`config.mk`:
```
export PLATFORM = sky130hd
export DESIGN_NAME = led_pattern_engine
export DESIGN_NICKNAME = d
export VERILOG_FILES = /design/src/rtl/led_pattern_engine.sv
export SDC_FILE = /design/constraint.sdc
export NUM_CORES = 1
export LEC_CHECK = 0
export CAP_MARGIN = 20
export CORE_MARGIN = 3
export CORE_UTILIZATION = 44
export CTS_CLUSTER_DIAMETER = 30
export DETAILED_ROUTE_END_ITERATION = 16
export MAX_ROUTING_LAYER = met4
export PLACE_DENSITY = 0.63
export SETUP_SLACK_MARGIN = 0.05
export SYNTH_ARGS = -nofsm -noshare
export SYNTH_HDL_FRONTEND = slang
export SYNTH_SLANG_ARGS = --single-unit
```
`constraint.sdc`:
```
create_clock -name clk -period 2.2 [get_ports clk]
set_input_delay 0.33 -clock clk [delete_from_list [all_inputs] [get_ports clk]]
set_output_delay 0.33 -clock clk [all_outputs]
set_load 0.03 [all_outputs]
```
`src/rtl/led_pattern_engine.sv`:
```
// rtl/led_pattern_engine.sv - prescaled LED pattern generator with up/down/rotate/ping-pong modes
// A single free-running prescaler qualifies step enables; mode changes and clr reload the pattern.
module led_pattern_engine #(
    parameter int N_LED    = 4,
    parameter int DIV_BASE = 22
) (
    input  logic             clk,
    input  logic             rst,
    input  logic             clr,
    input  logic [1:0]       speed,
    input  logic [1:0]       mode,
    output logic [N_LED-1:0] led,
    output logic             tick,
    output logic             wrap
);
    localparam logic [1:0] MODE_UP   = 2'b00;
    localparam logic [1:0] MODE_DOWN = 2'b01;
    localparam logic [1:0] MODE_ROT  = 2'b10;
    localparam logic [1:0] MODE_PING = 2'b11;

    localparam logic [N_LED-1:0]    LED_ONE = N_LED'(1);
    localparam logic [DIV_BASE+1:0] PRE_ONE = (DIV_BASE + 2)'(1);

    typedef enum logic {DIR_LEFT, DIR_RIGHT} dir_e;

    logic [DIV_BASE+1:0] pre_q;
    logic [1:0]          mode_q;
    dir_e                dir_q, dir_d;
    logic [N_LED-1:0]    led_q, led_d, led_init;
    logic                tick_q, wrap_q, wrap_d;
    logic                step_en, reload;

    assign led  = led_q;
    assign tick = tick_q;
    assign wrap = wrap_q;

    assign reload = clr || (mode != mode_q);

    // Each slower rate needs one more low prescaler bit saturated, so boundaries stay phase-aligned.
    always_comb begin
        step_en = 1'b0;
        case (speed)
            2'b01:   step_en = &pre_q[DIV_BASE-1:0];
            2'b10:   step_en = &pre_q[DIV_BASE:0];
            2'b11:   step_en = &pre_q;
            default: step_en = 1'b0;
        endcase
    end

    always_comb begin
        led_init = LED_ONE;
        case (mode)
            MODE_UP:   led_init = '0;
            MODE_DOWN: led_init = '1;
            default:   led_init = LED_ONE;
        endcase
    end

    always_comb begin
        led_d  = led_q;
        dir_d  = dir_q;
        wrap_d = 1'b0;
        case (mode_q)
            MODE_UP: begin
                led_d  = led_q + LED_ONE;
                wrap_d = &led_q;
            end
            MODE_DOWN: begin
                led_d  = led_q - LED_ONE;
                wrap_d = ~|led_q;
            end
            MODE_ROT: begin
                if (~|led_q) begin
                    led_d = LED_ONE;
                end else begin
                    led_d  = {led_q[N_LED-2:0], led_q[N_LED-1]};
                    wrap_d = led_q[N_LED-1];
                end
            end
            default: begin
                // An empty pattern (only reachable through reset) restarts at bit0 without reversing.
                if (~|led_q) begin
                    led_d = LED_ONE;
                end else if (dir_q == DIR_LEFT) begin
                    if (led_q[N_LED-1]) begin
                        led_d  = led_q >> 1;
                        dir_d  = DIR_RIGHT;
                        wrap_d = 1'b1;
                    end else begin
                        led_d = led_q << 1;
                    end
                end else begin
                    if (led_q[0]) begin
                        led_d  = led_q << 1;
                        dir_d  = DIR_LEFT;
                        wrap_d = 1'b1;
                    end else begin
                        led_d = led_q >> 1;
                    end
                end
            end
        endcase
    end

    always_ff @(posedge clk or posedge rst) begin
        if (rst) begin
            pre_q  <= '0;
            mode_q <= MODE_UP;
            dir_q  <= DIR_LEFT;
            led_q  <= '0;
            tick_q <= 1'b0;
            wrap_q <= 1'b0;
        end else begin
            pre_q  <= pre_q + PRE_ONE;
            mode_q <= mode;
            if (reload) begin
                led_q  <= led_init;
                tick_q <= 1'b0;
                wrap_q <= 1'b0;
                if (mode == MODE_PING) begin
                    dir_q <= DIR_LEFT;
                end
            end else if (step_en) begin
                led_q  <= led_d;
                dir_q  <= dir_d;
                tick_q <= 1'b1;
                wrap_q <= wrap_d;
            end else begin
                tick_q <= 1'b0;
                wrap_q <= 1'b0;
            end
        end
    end
endmodule

```
# Yosys cells after proc, flatten, opt, wreduce, memory -nomap -nowiden
# Cells that the tools add are included.
# totals
input_bits,7
reg_bits,33
# classes
n_reduce_logical,13
n_addsub,3
n_mux,27
eq_ne,10
# op_table
cell,n
$mux W4,7
$add A24 B1 Y24 const B,1
$reduce_and A24 Y1,1
$reduce_and A23 Y1,1
$reduce_and A22 Y1,1
$mux W1,16
$pmux W4 S3,1
$eq A2 B2 Y1 const B,4
$pmux W4 S2,1
$reduce_and A4 Y1,2
$eq A2 B1 Y1 const B,3
$pmux W1 S3,2
$add A4 B1 Y4 const B,1
$logic_not A2 Y1,2
$ne A2 B1 Y1 const B,2
$reduce_bool A2 Y1,2
$reduce_or A4 Y1,1
$sub A4 B1 Y4 const B,1
$reduce_or A3 Y1,1
$ne A2 B2 Y1,1
$logic_not A1 Y1,1
$logic_or A1 B1 Y1,1

# Logic depth before layout (Yosys ltp)
# depth
depth_word,6
ltp_mapped,8
depth_no_buf,7

# Worst setup path after synthesis
# No wires, ideal clock.
# synth_path
path_kind,flip-flop to flip-flop
from,register mode_q[0]
to,register led_q[3] (netlist: led[3])
setup_ps,82
synth_period_minus_slack_ps,2172
path_slack_ps,28
arrival_ps,2091
stages_incl_launch_ff,9
t_required_ps,2118
path_cell_list,dfrtp_1 clkbuf_1 nor2b_1 ha_1 a21oi_1 and2_1 xnor2_1 a2111o_1 a31oi_1
# synth_between
elab_chain_len,4
# synth_rtl
element,line,rtl
from (decl),27,logic [1:0] mode_q;
from (signal assigned),115,mode_q <= mode;
"$eq A2 B2 Y1, or another cell as far along",63,case (mode_q)
$pmux W4 S3,63,
$mux W4,123,end else if (step_en) begin
$mux W4,116,if (reload) begin
to (signal assigned),117,led_q <= led_init;
to (signal assigned),124,led_q <= led_d;
to (decl),29,"logic [N_LED-1:0] led_q, led_d, led_init;"
# Several ways; a longest one is shown, not always the timed one. The select of a mux whose other input is x is not followed.
# A chain may end at the register's enable or synchronous reset.

# Worst setup path after layout
# layout_path
from,register mode_q[1]
to,register led_q[3] (netlist: led[3])
# Same word-level chain as after synthesis.

==> run summary <==
Post-layout min period -> 2.02 ns
Post-Syn Area per Cell -> 10.2 um^2
Cts bufs inserted -> 5
Mapped Area -> 0.00177 mm^2
DR WL/cell -> 14.3 um
Port Buffers -> 12
Final setup vio count -> 0
Drt initial violations -> 106
Yosys reg bits -> 33
Post-DR vias/cell -> 5.50
Maximum vdd drop -> 0.000593 V
Initial cell density of the core -> 0.470
Pins Over Slew Limit -> 0
Largest family of logic cells by synthesized area -> simple AND/OR/NAND/NOR gates
Share of layout cells above drive strength 1 -> 0.102
Top_reg_cell synth -> dfrtp_1
Max-cap violation count -> 0
Max frequency -> 0.496 GHz
Crit end category -> register
Clock share of power -> 0.461
Crit-path cells -> nor2b_1 -> ha_1 -> a21oi_1 -> and2_1 -> xnor2_1 -> a2111o_1 -> a31oi_1
Mapped Nets -> 184
Status -> completed
Pwr Density -> 688 mW/mm^2
Core area -> 0.00377 mm^2
Reg clk slew, reported paths -> 0.08 ns
Adder-Cell Fraction of Synth Area -> 0.0325
Grt total ovfl -> 0
Seq/Total Area, Yosys -> 0.466
RSZ-0062 raised after global routing -> false
Arrival time worst endpoint -> 2.23 ns
Worst-path fanout max -> 3
Post-Syn Instances -> 173
DRT Wirelength -> 3.48 mm
Post-synthesis compound-gate area fraction -> 0.0911
Antenna cells -> 0
DPL Wire Length -> 2.51 mm
Worst stage delay on the critical path -> 0.38 ns
Fin. Hold Viols -> 0
Vias in the first global route -> 1306
Row cnt -> 22
Req. time, crit path -> 2.41 ns
Synth cell types -> 40
CTS tree -> built
DRT Pass-1 Iters -> 4
Switching share of power -> 0.224
Post-CTS setup buffer count -> 0
Gr usage total -> 0.159
Ys async rst share -> 1.00
Max H-tree Level -> 2
Hold Slack -> 0.429 ns
Residual DRC -> 0
Crit start category -> register
First-pass GRT wire length -> 5.99 mm
Setup TNS Final -> 0 ns
DIE HEIGHT -> 69.5 um
Final period util -> 0.917
Largest net degree at the start of global routing -> 34
CP delay by family, top -> compound AO/OA/AOI/OAI gates
Synth Area in XOR/XNOR -> 0.129
Die area -> 0.00482 mm^2
GPL Wtd Cong -> 0.836
Clk Tree Root Cell -> clkbuf_8
Leak pwr -> 1.01 nW
Worst rel slew slack -> 0.721
Antenna violations before repair -> 0
Slowest cell on the critical path -> dfrtp_1
Clk sinks -> 33
Vias -> 1341
P_int -> 1.14 mW
CTS max path bufs -> 2
EDFF count, synth -> 0
Critical path class -> register to register
Final net count -> 206
IO Pins -> 13
Antenna-violating nets left -> 0
Worst hold path class -> input pin to asynchronous set/reset pin
Ys Warns -> 0
Clock Latency Late Sink -> 0.29 ns
Skew final -> 0.0111 ns
Mux cell area share after synthesis -> 0.0226
Slew @ Worst Pin -> 0.419 ns
NetSw -> 0.328 mW
Sequential Power Share -> 0.431
Post-synthesis simple-gate area fraction -> 0.236
Hold buffers post-CTS -> 0
Worst path bufs/invs -> 0
Area growth from synthesis to layout -> 20.1%
Die width -> 69.5 um
Combinational share of power -> 0.108
-- tightest hold or removal path, stage by stage --
cell and delay (ns):
clkdlybuf4s50_1 0.39, inv_1 0.05, buf_4 0.36
-- Yosys cell counts, drive strengths merged (2+ instances only) --
library cell,number,area (um^2)
dfrtp,33,826
nand2,15,56.3
xnor2,14,123
xor2,12,105
nor2,11,41.3
nand4,8,71.3
nand3,7,35.0
and3,6,37.5
inv,6,22.5
nor2b,5,31.3
a21oi,4,20.0
clkbuf,4,15.0
mux2i,4,40.0
nor3,4,20.0
nor4,4,40.0
a211oi,3,22.5
and2,3,18.8
and4,3,26.3
ha,3,37.5
o21ai,3,15.0
a2111oi,2,18.8
a31oi,2,12.5
nand3b,2,15.0
o22ai,2,12.5
or3,2,12.5
-- flip-flops by register name, summed over array words and instances, names as in the netlist --
| signal | count |
|---|---|
| dir_q | 1 |
| pre_q | 24 |
| led | 4 |
| wrap | 1 |
| tick | 1 |
| mode_q | 2 |
-- kinds of logic (layout without fill, tap and decap cells) --
kind of cell	after synthesis	after routing
adders and majority gates	4	4
DFF	33	33
and+or+nand+nor	72	72
AOI/OAI and AO/OA	23	23
muxes	4	4
xor gates and xnor gates	26	26
buffers and inverters	11	34
-- layout make-up --
type                    count  area (um^2)
inverters                   6         22.5
repair buffers             20          180
fillers                   323         1640
well taps                  48         60.1
clock inverters             3         65.1
clock buffers               5         68.8
multi-input cells         129          906
flip-flops and latches     33          826
-- layer usage --
metal / global-route usage / vias up / wire length [um]
met1: 0.201 / 650 / 1600
met3: 0.0493 / 5 / 166
met5: - / - / 0
met2: 0.246 / 26 / 1690
met4: 0.0456 / 0 / 29
li1: - / 660 / -
-- power groups by stage --
stage	Clock, mW	Sequential, mW	Combinational, mW
after floorplan	0	0.651	0.0910
after global placement	0	0.641	0.158
after detailed placement	0	0.642	0.159
after CTS	0.687	0.630	0.160
after global routing	0.720	0.632	0.175
final	0.675	0.631	0.158
-- final timing paths --
kind,from,endpoint,slack (ns),cells past startpoint
worst max-delay path,mode_q[1],led[3],0.18,7
worst min register to register,pre_q[21],pre_q[21],0.47,1
worst max register to register,mode_q[1],led[3],0.18,7
worst min-delay path,rst,mode_q[0],0.43,3
max in group asynchronous,rst,pre_q[11],1.46,3
min in group clk,pre_q[21],pre_q[21],0.47,1
-- metrics by stage --
stage	instances	power [mW]	utilization	area [um^2]	setup WS, ns
CTS	244	1.48	0.564	2130	0.148
global placement	236	0.799	0.529	1990	0.163
finish	244	1.46	0.564	2130	0.182
detailed placement	236	0.801	0.529	1990	0.0524
floorplan	173	0.742	-	1770	0.114
global route	244	1.53	0.564	2130	0.0585
-- cells in the final DEF (no fill, tap or decap), drive strengths merged, types with 3 or more instances in the layout --
cell and instances:
clkdlybuf4s50 12, a21oi 4, mux2i 4, inv 6
xor2 12, nor3 4, ha 3, nand3 7
buf 8, clkbuf 5, dfrtp 33, nor2 11
nor2b 5, nor4 4, and3 6, o21ai 3
xnor2 14, nand2 15, nand4 8, and4 3
and2 3, a211oi 3
-- repair_timing --
item                                    CTS  global route
resized for setup                         0             1
endpoints found under the setup margin    0             1
endpoints found under the hold margin     0             0
Note: power is estimated with default switching activity, not from simulation.
==> variant 1, RTL diff (same settings) <==
Make the reset (`rst`) synchronous in one clocked block.
--- a/src/rtl/led_pattern_engine.sv
+++ b/src/rtl/led_pattern_engine.sv
@@ -102,7 +102,7 @@
         endcase
     end
 
-    always_ff @(posedge clk or posedge rst) begin
+    always_ff @(posedge clk) begin
         if (rst) begin
             pre_q  <= '0;
             mode_q <= MODE_UP;
Check against the original RTL: differs if rst is asserted again (counterexample within 4 cycles, from zero or initial values and one cycle with rst high); with rst held inactive, the same outputs for 10 cycles.
==> variant 1 against the original RTL <==
Combinational power shrank 14%. Utilization grew 0.78 points. Largest power group is now sequential cells. Sequential share of layout area shrank 5.8 points. Synthesized area shrank 5.4%. Die area shrank 4.9%. Sequential cell count is the same. Wire length shrank 0.46%. Final cell count grew 9.8%. Sequential power is essentially flat. Total power shrank 16%. Non-clock buffer count grew 3. Cell area shrank 6.1%. Setup slack gained 81 ps.
==> variant 1: results (changes against the original RTL) <==
* 2550 µm — half-perimeter wire length after placement, +1.7%
* 12.9 µm — WL per Instance, -9.4%
* 0.304 mV — highest ir drop seen on vdd, -49%
* sky130_fd_sc_hd__dfxtp_1, sky130_fd_sc_hd__nor2_1, sky130_fd_sc_hd__nand2_1 — top post-synthesis cells by count
* led[3] — launch point of the critical path
* 5.52 — vias per cell, +0.48%
* 261 — number of placed cells counting well taps, +11%
* completed — status
* 0.149 — compound-gate portion of the synthesized area, +0.0574
* 0.394 — sequential cell area fraction in the yosys report, -0.0721
* 270 ps — R2R Setup Slk, +90 ps
* 0.0451 — clock network contribution to total cell area, -0.0178
* 0.719 nW — leakage power figure, -29%
* 970 µm² — multi-input combinational cell area, +7.0%
* 0.330 — flip-flop and latch share of the layout cell area, -0.0576
* 0.847 — Placer Congestion, +1.4%
* 233 — net count reported at finish, +13%
* 23 — number of ordinary and repair buffers in the finished layout, +15%
* 576 ps — worst slew pin tran, +158 ps
* 154 — count of multi-input combinational gates, +19%
* flip-flop to flip-flop — path class of the lowest-slack min-delay path
* 6 — count of clock buffers in the final design, +1
* 296 — number of fill cells, -8.4%
* 1910 µm² — instance area after placement, -4.4%
* 0 — async set-reset flop share out of synthesis, -1.00
* 0.0946 — share of layout cells above drive strength 1, -0.00745
* buffers and inverters — family with the most delay on the worst path
* 67.7 µm — horizontal die dimension, -2.5%
* 1480 — via total after detailed routing, +10%
* 0.182 — overall fraction of global-route tracks in use, +0.0230
variant 1: cell types whose count changed in the layout (fill, tap and decap cells not counted), sizes merged, moves of 5 or more:
cell,change
dfrtp,-33
dfxtp,+33
o21ai,+12
nor2,+11
xnor2,-10
a21oi,+6
or3,+5
variant 1: per-layer routing:
layer | GRT usage | wire length [µm]
met5 | - | 0
met1 | 0.226 | 1650
met3 | 0.0416 | 89
met4 | 0.0861 | 62
met2 | 0.277 | 1660
variant 1: worst max-delay path by stage:
stage	endpoint	slack (ps)	cells past startpoint
4_1_cts	pre_q[15]	230	5
6_report	led[3]	260	1
3_3_place_gp	dir_q	160	5
5_1_grt	pre_q[21]	120	5
2_1_floorplan	led[3]	160	8
3_5_place_dp	dir_q	130	5
variant 1: power breakdown:
part / internal, mW / switching [mW]
clock: 0.247 / 0.213
sequential: 0.610 / 0.0210
combinational: 0.0642 / 0.0713
==> variant 2, RTL diff (same flow settings) <==
Without the edit above. `DIV_BASE`: 22 -> 44.
--- a/src/rtl/led_pattern_engine.sv
+++ b/src/rtl/led_pattern_engine.sv
@@ -2,7 +2,7 @@
 // A single free-running prescaler qualifies step enables; mode changes and clr reload the pattern.
 module led_pattern_engine #(
     parameter int N_LED    = 4,
-    parameter int DIV_BASE = 22
+    parameter int DIV_BASE = 44
 ) (
     input  logic             clk,
     input  logic             rst,
Check against the original RTL: same outputs for any inputs over 10 cycles, from zero or initial values and one cycle with rst high; that may be too few to reach the edited logic, so the function may still have changed.
==> variant 2 against the original RTL <==
Synthesized area up 55%. Sequential cell count up 22. Wire length up 46%. Setup slack better by 21 ps. Total power up 28%. Cell area up 52%. Clock power up 1%. Critical path type unchanged. Sequential power up 63%. Combinational power up 3%. Critical endpoint is now led[2]. Highest routed layer unchanged.
==> variant 2: results (changes against the original RTL) <==
* completed — status
* 3700 µm — half-perimeter wire length after placement, +48%
* 307 — net count reported at finish, +49%
* 0.365 — part of the total power dissipated in the clock network, -0.096
* 310 ps — clock latency of the later-clocked register in the worst-skew pair, +20 ps
* 0.087 — combinational group share of total power, -0.021
* 0.161 — overall fraction of global-route tracks in use, +0.00230
* 362 — number of placed cells counting well taps, +53%
* 10.4 µm² — per-instance average area after synthesis, +1.8%
* 5080 µm — routed wire length, +46%
* 0.0252 — met3 Resource Use GR, -0.0240
* 0.500 — sequential cell area fraction in the yosys report, +0.0339
* 1.43 mW — cell internal pwr, +26%
* 5.41 — vias per cell, -1.5%
* 0.843 — Placer Congestion, +0.86%
* simple AND/OR/NAND/NOR gates — family with the most delay on the worst path
* 46 — max FFs per register, +92%
* 42 — number of distinct library cells after synthesis, +5.0%
* 581 nW/µm² — Cell Pwr Density, -16%
* 123 — drt first-iter violations, +16%
* 2210 ps — data arrival time of the worst path, -20 ps
* 0.424 mV — highest ir drop seen on vdd, -29%
* 0.0209 — Synth Area in Adders, -0.0116
* 22 — pin count of the biggest net entering global routing, -35%
* 12 — biggest fanout along the worst timing path, +9
* 13.7 µm — WL per Instance, -4.1%
* 180 µm — routed length on met3, +8.4%
* 275 — Net Count, Synth, +49%
* 0.0886 — compound-gate portion of the synthesized area, -0.00247
* 1.42 nW — leakage power figure, +40%
* sky130_fd_sc_hd__dfrtp_1, sky130_fd_sc_hd__xnor2_1, sky130_fd_sc_hd__nand2_1 — top post-synthesis cells by count
* 0.118 — share of layout cells above drive strength 1, +0.0158
* 9300 µm — global-route wire length before repair, +55%
* 12.6 ps — Final Skew, +1.54 ps
* 2420 µm — routed length on met2, +43%
* 600 ps — maximum cell stage delay along the critical path, +220 ps
* 3100 µm² — instance area after placement, +55%
* 0.244 — Global Route met2 Usage, -0.00212
* 2450 µm — Routed met1 length, +53%
* 110 ps — clock-pin slew of the registers on the worst-case setup and hold paths, +30 ps
## variant 2: layout make-up
type / instances / area, µm²
Multi-Input combinational cell: 189 / 1300
Inverter: 12 / 45.0
Sequential cell: 55 / 1380
Tap cell: 75 / 93.8
Fill cell: 524 / 2760
Clock buffer: 5 / 68.8
Clock inverter: 3 / 46.3
Timing Repair Buffer: 33 / 303
## variant 2: path summary, 6_finish.rpt
kind | start | to | slack (ps) | depth (start not counted)
worst max-delay path | pre_q[12] | led[2] | 200 | 6
worst min-delay path | rst | pre_q[35] | 340 | 2
worst max register to register | pre_q[12] | led[2] | 200 | 6
worst min register to register | pre_q[29] | pre_q[29] | 470 | 1
max in group asynchronous | rst | pre_q[29] | 1290 | 3
min in group clk | pre_q[29] | pre_q[29] | 470 | 1
## variant 2: per-stage QoR
step	setup slack, ps	utilization
floorplan	159	-
global placement	153	0.517
detailed placement	92.0	0.517
CTS	59.6	0.536
global route	58.9	0.539
finish	203	0.539
